--- config.mk ---
export PLATFORM = sky130hd
export DESIGN_NAME = hamming74_encoder_tx
export DESIGN_NICKNAME = d
export VERILOG_FILES = /design/src/rtl/hamming74_pkg.sv /design/src/rtl/hamming74_nibble_fifo.sv /design/src/rtl/hamming74_encoder_tx.sv
export SDC_FILE = /design/constraint.sdc
export NUM_CORES = 1
export LEC_CHECK = 0
export ABC_AREA = 1
export CAP_MARGIN = 30
export CORE_MARGIN = 2
export CORE_UTILIZATION = 30
export CTS_CLUSTER_DIAMETER = 80
export DETAILED_ROUTE_END_ITERATION = 10
export MAX_ROUTING_LAYER = met4
export PLACE_DENSITY = 0.5
export SYNTH_ARGS = -nofsm -noshare
export SYNTH_HDL_FRONTEND = slang
export SYNTH_HIERARCHICAL = 1
export SYNTH_SLANG_ARGS = --single-unit
--- constraint.sdc ---
create_clock -name clk -period 2.4 [get_ports clk]
set_clock_uncertainty 0.05 [all_clocks]
set_input_delay 0.24 -clock clk [delete_from_list [all_inputs] [get_ports clk]]
set_output_delay 0.24 -clock clk [all_outputs]
set_load 0.02 [all_outputs]
--- src/rtl/hamming74_pkg.sv ---
// Shared Hamming(7,4) types, frame constants and the encoder function used by
// both ends of the serial link.
package hamming74_pkg;

  localparam int unsigned CW_BITS   = 7;
  localparam int unsigned FRAME_LEN = 8;
  localparam int unsigned SLOT_W    = 3;

  typedef logic [3:0]         nibble_t;
  typedef logic [CW_BITS-1:0] codeword_t;
  typedef logic [SLOT_W-1:0]  slot_t;

  typedef enum logic [0:0] {
    StIdle,
    StSend
  } tx_state_e;

  // Slot 7 carries the guard bit; slot 6 is the last codeword bit.
  localparam slot_t LAST_SLOT      = slot_t'(FRAME_LEN - 1);
  localparam slot_t LAST_DATA_SLOT = slot_t'(CW_BITS - 1);

  function automatic codeword_t hamming74_encode(input nibble_t d);
    codeword_t c;
    c[0] = d[0];
    c[1] = d[1];
    c[2] = d[2];
    c[3] = d[2] ^ d[1] ^ d[0];
    c[4] = d[3];
    c[5] = d[3] ^ d[1] ^ d[0];
    c[6] = d[3] ^ d[2] ^ d[0];
    return c;
  endfunction

endpackage

--- src/rtl/hamming74_nibble_fifo.sv ---
// Synchronous nibble FIFO; pointers carry an extra wrap bit so full and empty
// are distinguishable with a power-of-two depth.
module hamming74_nibble_fifo
  import hamming74_pkg::*;
#(
  parameter int unsigned FIFO_DEPTH = 2
) (
  input  logic    clk,
  input  logic    rst_n,
  input  logic    push,
  input  nibble_t wdata,
  input  logic    pop,
  output nibble_t rdata,
  output logic    full,
  output logic    empty
);

  localparam int unsigned AW = (FIFO_DEPTH > 1) ? $clog2(FIFO_DEPTH) : 1;

  typedef logic [AW:0] ptr_t;

  ptr_t    wptr_q, wptr_d;
  ptr_t    rptr_q, rptr_d;
  nibble_t mem_q [FIFO_DEPTH];
  logic    do_push, do_pop;

  assign empty   = (wptr_q == rptr_q);
  assign full    = (wptr_q[AW] != rptr_q[AW]) && (wptr_q[AW-1:0] == rptr_q[AW-1:0]);
  assign do_push = push && !full;
  assign do_pop  = pop && !empty;
  assign rdata   = mem_q[rptr_q[AW-1:0]];

  always_comb begin
    wptr_d = wptr_q;
    rptr_d = rptr_q;
    if (do_push) begin
      wptr_d = wptr_q + ptr_t'(1);
    end
    if (do_pop) begin
      rptr_d = rptr_q + ptr_t'(1);
    end
  end

  always_ff @(posedge clk or negedge rst_n) begin
    if (!rst_n) begin
      wptr_q <= '0;
      rptr_q <= '0;
    end else begin
      wptr_q <= wptr_d;
      rptr_q <= rptr_d;
    end
  end

  // Storage needs no reset: entries are only read once written.
  always_ff @(posedge clk) begin
    if (do_push) begin
      mem_q[wptr_q[AW-1:0]] <= wdata;
    end
  end

endmodule

--- src/rtl/hamming74_encoder_tx.sv ---
// Hamming(7,4) transmitter: buffers nibbles, encodes them and serialises each
// codeword LSB first as an 8-slot frame terminated by a guard bit.
module hamming74_encoder_tx
  import hamming74_pkg::*;
#(
  parameter int unsigned FIFO_DEPTH = 2,
  parameter logic        GUARD_VAL  = 1'b0
) (
  input  logic       clk,
  input  logic       rst_n,
  input  logic       ena,
  input  logic [3:0] data_in,
  input  logic       data_valid,
  output logic       data_ready,
  output logic       encode_out,
  output logic       frame_start,
  output logic       busy
);

  tx_state_e state_q, state_d;
  slot_t     slot_q, slot_d;
  codeword_t shift_q, shift_d;
  logic      encode_q, encode_d;
  logic      frame_start_q, frame_start_d;

  logic      fifo_push, fifo_pop;
  logic      fifo_full, fifo_empty;
  nibble_t   fifo_head;
  codeword_t head_cw;

  // Gated by rst_n so the handshake stays closed while the block is held in reset.
  assign data_ready = rst_n && ena && !fifo_full;
  assign fifo_push  = data_valid && data_ready;
  assign head_cw    = hamming74_encode(fifo_head);

  hamming74_nibble_fifo #(
    .FIFO_DEPTH(FIFO_DEPTH)
  ) u_fifo (
    .clk  (clk),
    .rst_n(rst_n),
    .push (fifo_push),
    .wdata(data_in),
    .pop  (fifo_pop),
    .rdata(fifo_head),
    .full (fifo_full),
    .empty(fifo_empty)
  );

  always_comb begin
    state_d       = state_q;
    slot_d        = slot_q;
    shift_d       = shift_q;
    encode_d      = encode_q;
    frame_start_d = frame_start_q;
    fifo_pop      = 1'b0;

    if (ena) begin
      unique case (state_q)
        StIdle: begin
          encode_d      = GUARD_VAL;
          frame_start_d = 1'b0;
          if (!fifo_empty) begin
            fifo_pop      = 1'b1;
            state_d       = StSend;
            slot_d        = '0;
            shift_d       = head_cw;
            encode_d      = head_cw[0];
            frame_start_d = 1'b1;
          end
        end
        StSend: begin
          frame_start_d = 1'b0;
          if (slot_q == LAST_SLOT) begin
            if (!fifo_empty) begin
              // Back-to-back frame: the next slot 0 follows the guard directly.
              fifo_pop      = 1'b1;
              slot_d        = '0;
              shift_d       = head_cw;
              encode_d      = head_cw[0];
              frame_start_d = 1'b1;
            end else begin
              state_d  = StIdle;
              slot_d   = '0;
              encode_d = GUARD_VAL;
            end
          end else begin
            slot_d   = slot_q + slot_t'(1);
            shift_d  = shift_q >> 1;
            encode_d = (slot_q == LAST_DATA_SLOT) ? GUARD_VAL : shift_q[1];
          end
        end
        default: begin
          state_d = StIdle;
        end
      endcase
    end
  end

  always_ff @(posedge clk or negedge rst_n) begin
    if (!rst_n) begin
      state_q       <= StIdle;
      slot_q        <= '0;
      shift_q       <= '0;
      encode_q      <= GUARD_VAL;
      frame_start_q <= 1'b0;
    end else begin
      state_q       <= state_d;
      slot_q        <= slot_d;
      shift_q       <= shift_d;
      encode_q      <= encode_d;
      frame_start_q <= frame_start_d;
    end
  end

  assign encode_out  = encode_q;
  assign frame_start = frame_start_q;
  assign busy        = (state_q == StSend) || !fifo_empty;

endmodule

==> results of run 1 <==
[flip-flops by register name (all words and copies together) (netlist names)]
| name | flops |
|---|---|
| encode_out | 1 |
| frame_start | 1 |
| shift_q | 6 |
| slot_q | 3 |
| state_q | 1 |
| u_fifo/mem_q | 8 |
| u_fifo/rptr_q | 2 |
| u_fifo/wptr_q | 2 |
[layer usage]
| metal | part of all wire | vias up |
|---|---|---|
| met5 | 0 | - |
| met4 | 0.0063 | 0 |
| met3 | 0.054 | 2 |
| met2 | 0.45 | 15 |
| met1 | 0.49 | 472 |
| li1 | - | 534 |
[cells in the mapped netlist (2+ instances only)]
cell type	n
nand2_1	52
inv_1	21
dfrtp_1	16
nand3_1	12
nor2_1	10
edfxtp_1	8
nand2_2	6
a21oi_1	5
o21ai_0	5
ha_1	4
nand2_4	3
o21ai_1	3
o22ai_1	3
inv_2	2
[area by class of cell]
class                   instances  area (um2)
well taps                      52       65.06
multi-input cells             111       570.5
flip-flops and latches         24       640.6
repair buffers                 13       125.1
clock inverters                 1       30.03
inverters                      24       95.09
clock buffers                   3       41.29
fillers                       461        2756
[power groups by stage]
stage	Sequential (mW)	Combinational, mW	Clock [mW]
final	0.676	0.788	0.361
after floorplan	0.655	0.667	0
after detailed placement	0.686	0.794	0
after global placement	0.681	0.776	0
after global routing	0.694	0.897	0.380
after CTS	0.677	0.797	0.370
[path summary, 6_finish.rpt]
kind / startpoint / endpoint / cells after the start
setup / recovery: u_fifo/rptr_q[0] / busy / 7
hold / removal: rst_n / shift_q[4] / 2
setup reg to reg: u_fifo/rptr_q[0] / u_fifo/mem_q[1][1] / 10
hold reg to reg: shift_q[6] / shift_q[6] / 2
max in group asynchronous: rst_n / u_fifo/rptr_q[1] / 2
min in group clk: shift_q[6] / shift_q[6] / 2
[worst max-delay path, stage by stage (launching register included)]
cell and delay [ns]:
dfrtp_1 0.56, inv_6 0.07, nand2_2 0.08, nand2_4 0.06
nand2_4 0.07, inv_1 0.12, nand2_1 0.10, clkdlybuf4s50_1 0.60
[kinds of logic (layout without fill, tap and decap cells)]
family | count (synthesis) | count (layout)
XOR/XNOR | 1 | 1
buffers and inverters | 27 | 41
adder cells (fa/ha/maj) | 4 | 4
flip-flops | 24 | 24
AO/OA/AOI/OAI | 19 | 19
AND/OR/NAND/NOR | 87 | 87
==> run summary, run 1 <==
Leak Pwr: 0.7869 nW
met2 Resource Use GR: 0.1786
final WL: 2553 um
post-synth design cell area: 0.001338 mm2
GRT Total Usage: 0.1145
Net Count, Synth: 174
setup TNS: 0 ns
EDFF count, synth: 8
Resized cells post-CTS: 0
Finished Cell Area: 0.001568 mm2
DR pass1 iterations: 5
flop2flop setup slack: 0.49 ns
Synth async-reset ratio: 0.6667
unrepaired setup endpoints after global routing: false
first-pass GRT wire length: 4512 um
TritonCTS clock tree: built
die height: 70.77 um
Top Usage Layer GRT: met2
met3 Use GR: 0.02422
clk root buf: clkbuf_8
multiplexer share of the synthesized area: 0
switching share of total power: 0.4136
maximum vdd drop: 0.0003816 V
DRT iter0 DRCs: 46
Tcrit/Tclk final: 0.9293
Hold Path Class: input pin to asynchronous set/reset pin
nets@finish: 189
crit start category: flip-flop
GPL Wtd Cong: 0.8328
Synth Area in Compound Gates: 0.08045
pwr dens: 1164 mW/mm2
area share of the largest cell type after synthesis: 0.2993
#FFs+latches synth: 24
Simple-Gate Fraction of Synth Area: 0.3022
clock power share: 0.198
core box area: 0.004324 mm2
Synth Area in XOR/XNOR: 0.006548
grt ovf: 0
# port buffers: 11
initial antenna violation count: 0
largest net degree at the start of global routing: 17
sequential power share: 0.370
cts-stage hold buffer count: 0
crit path DAT: 1.94 ns
full die area: 0.005008 mm2
post-synth cell types: 26
Inst Count DP: 224
DP Worst Slack: 0.4554 ns
Initial Util: 0.3093
Crit. End Element: output pin
Residual DRC: 0
CTS sink cnt: 24
Max-Cap Viols: 0
Placed Area: 0.001496 mm2
ANT cells: 0
Adder-Cell Fraction of Synth Area: 0.03742
status: finished, final reports clean
Post-CTS Setup Inserts: 0
vias post-DR: 1,023
I/O pins: 12
most common cell after layout, fill and taps aside: nand2_1
met1 GRT Util: 0.1513
main combinational cell family by area after synthesis: simple AND/OR/NAND/NOR gates
hold slack: 0.2735 ns
Synth area leaders: dfrtp_1 30%, edfxtp_1 18%, nand2_1 15%
Max-slew headroom: 0.7663
Detailed Place HPWL: 1998 um
Clock Latency Late Sink: 0.27 ns
final setup vio count: 0
Die X: 70.77 um
Syn Area/Cell: 8.256 um2
Worst Path Required: 2.11 ns
Comb pwr share: 0.432
Min Clock Period, post-route: 2.230 ns
Tot Pwr: 1.825 mW
via density per instance: 4.487
layout overhead on the synthesized area: 17.21%
final setup margin: 0.1696 ns
Non-Filler Instances: 228
yosys warns: 6
Max clock buf depth: 2
top cell type by total area after synthesis: dfrtp_1
CTS buffer count: 3
commonest non-fill, non-tap cells in the layout: 52 x nand2_1, 21 x inv_1, 16 x dfrtp_1
Mapped Cells: 162
Int Pwr: 1.070 mW
Final Core Density: 0.3626
Psw: 0.7549 mW
Top FF cell, synth: dfrtp_1
row cnt: 24
Max Fclk: 0.4484 GHz
Crit Path Class: flip-flop to output pin
ANT nets after route: 0
worst slew pin tran: 0.3505 ns
sequential area share after synthesis: 0.4790
final hold vios: 0
H-tree levels: 1
layout cell share with drive strength beyond 1: 0.1193
CP max FO: 8
Slew Limit Fails: 0
clock transition at the registers of the reported paths: 0.09 ns
mean routed wirelength per cell: 11.20 um
vias in the first global route: 1,001
No activity file was read; power rests on OpenSTA's default activity.
==> inputs of run 2 (changes only) <==
--- a/config.mk
+++ b/config.mk
@@ -6,6 +6,7 @@
 export NUM_CORES = 1
 export LEC_CHECK = 0
 export ABC_AREA = 1
+export ABC_CLOCK_PERIOD_IN_PS = 2400
 export CAP_MARGIN = 30
 export CORE_MARGIN = 2
 export CORE_UTILIZATION = 30
==> results of run 2 <==
Same layout as run 1: the final DEF is identical, and so are final timing and power.
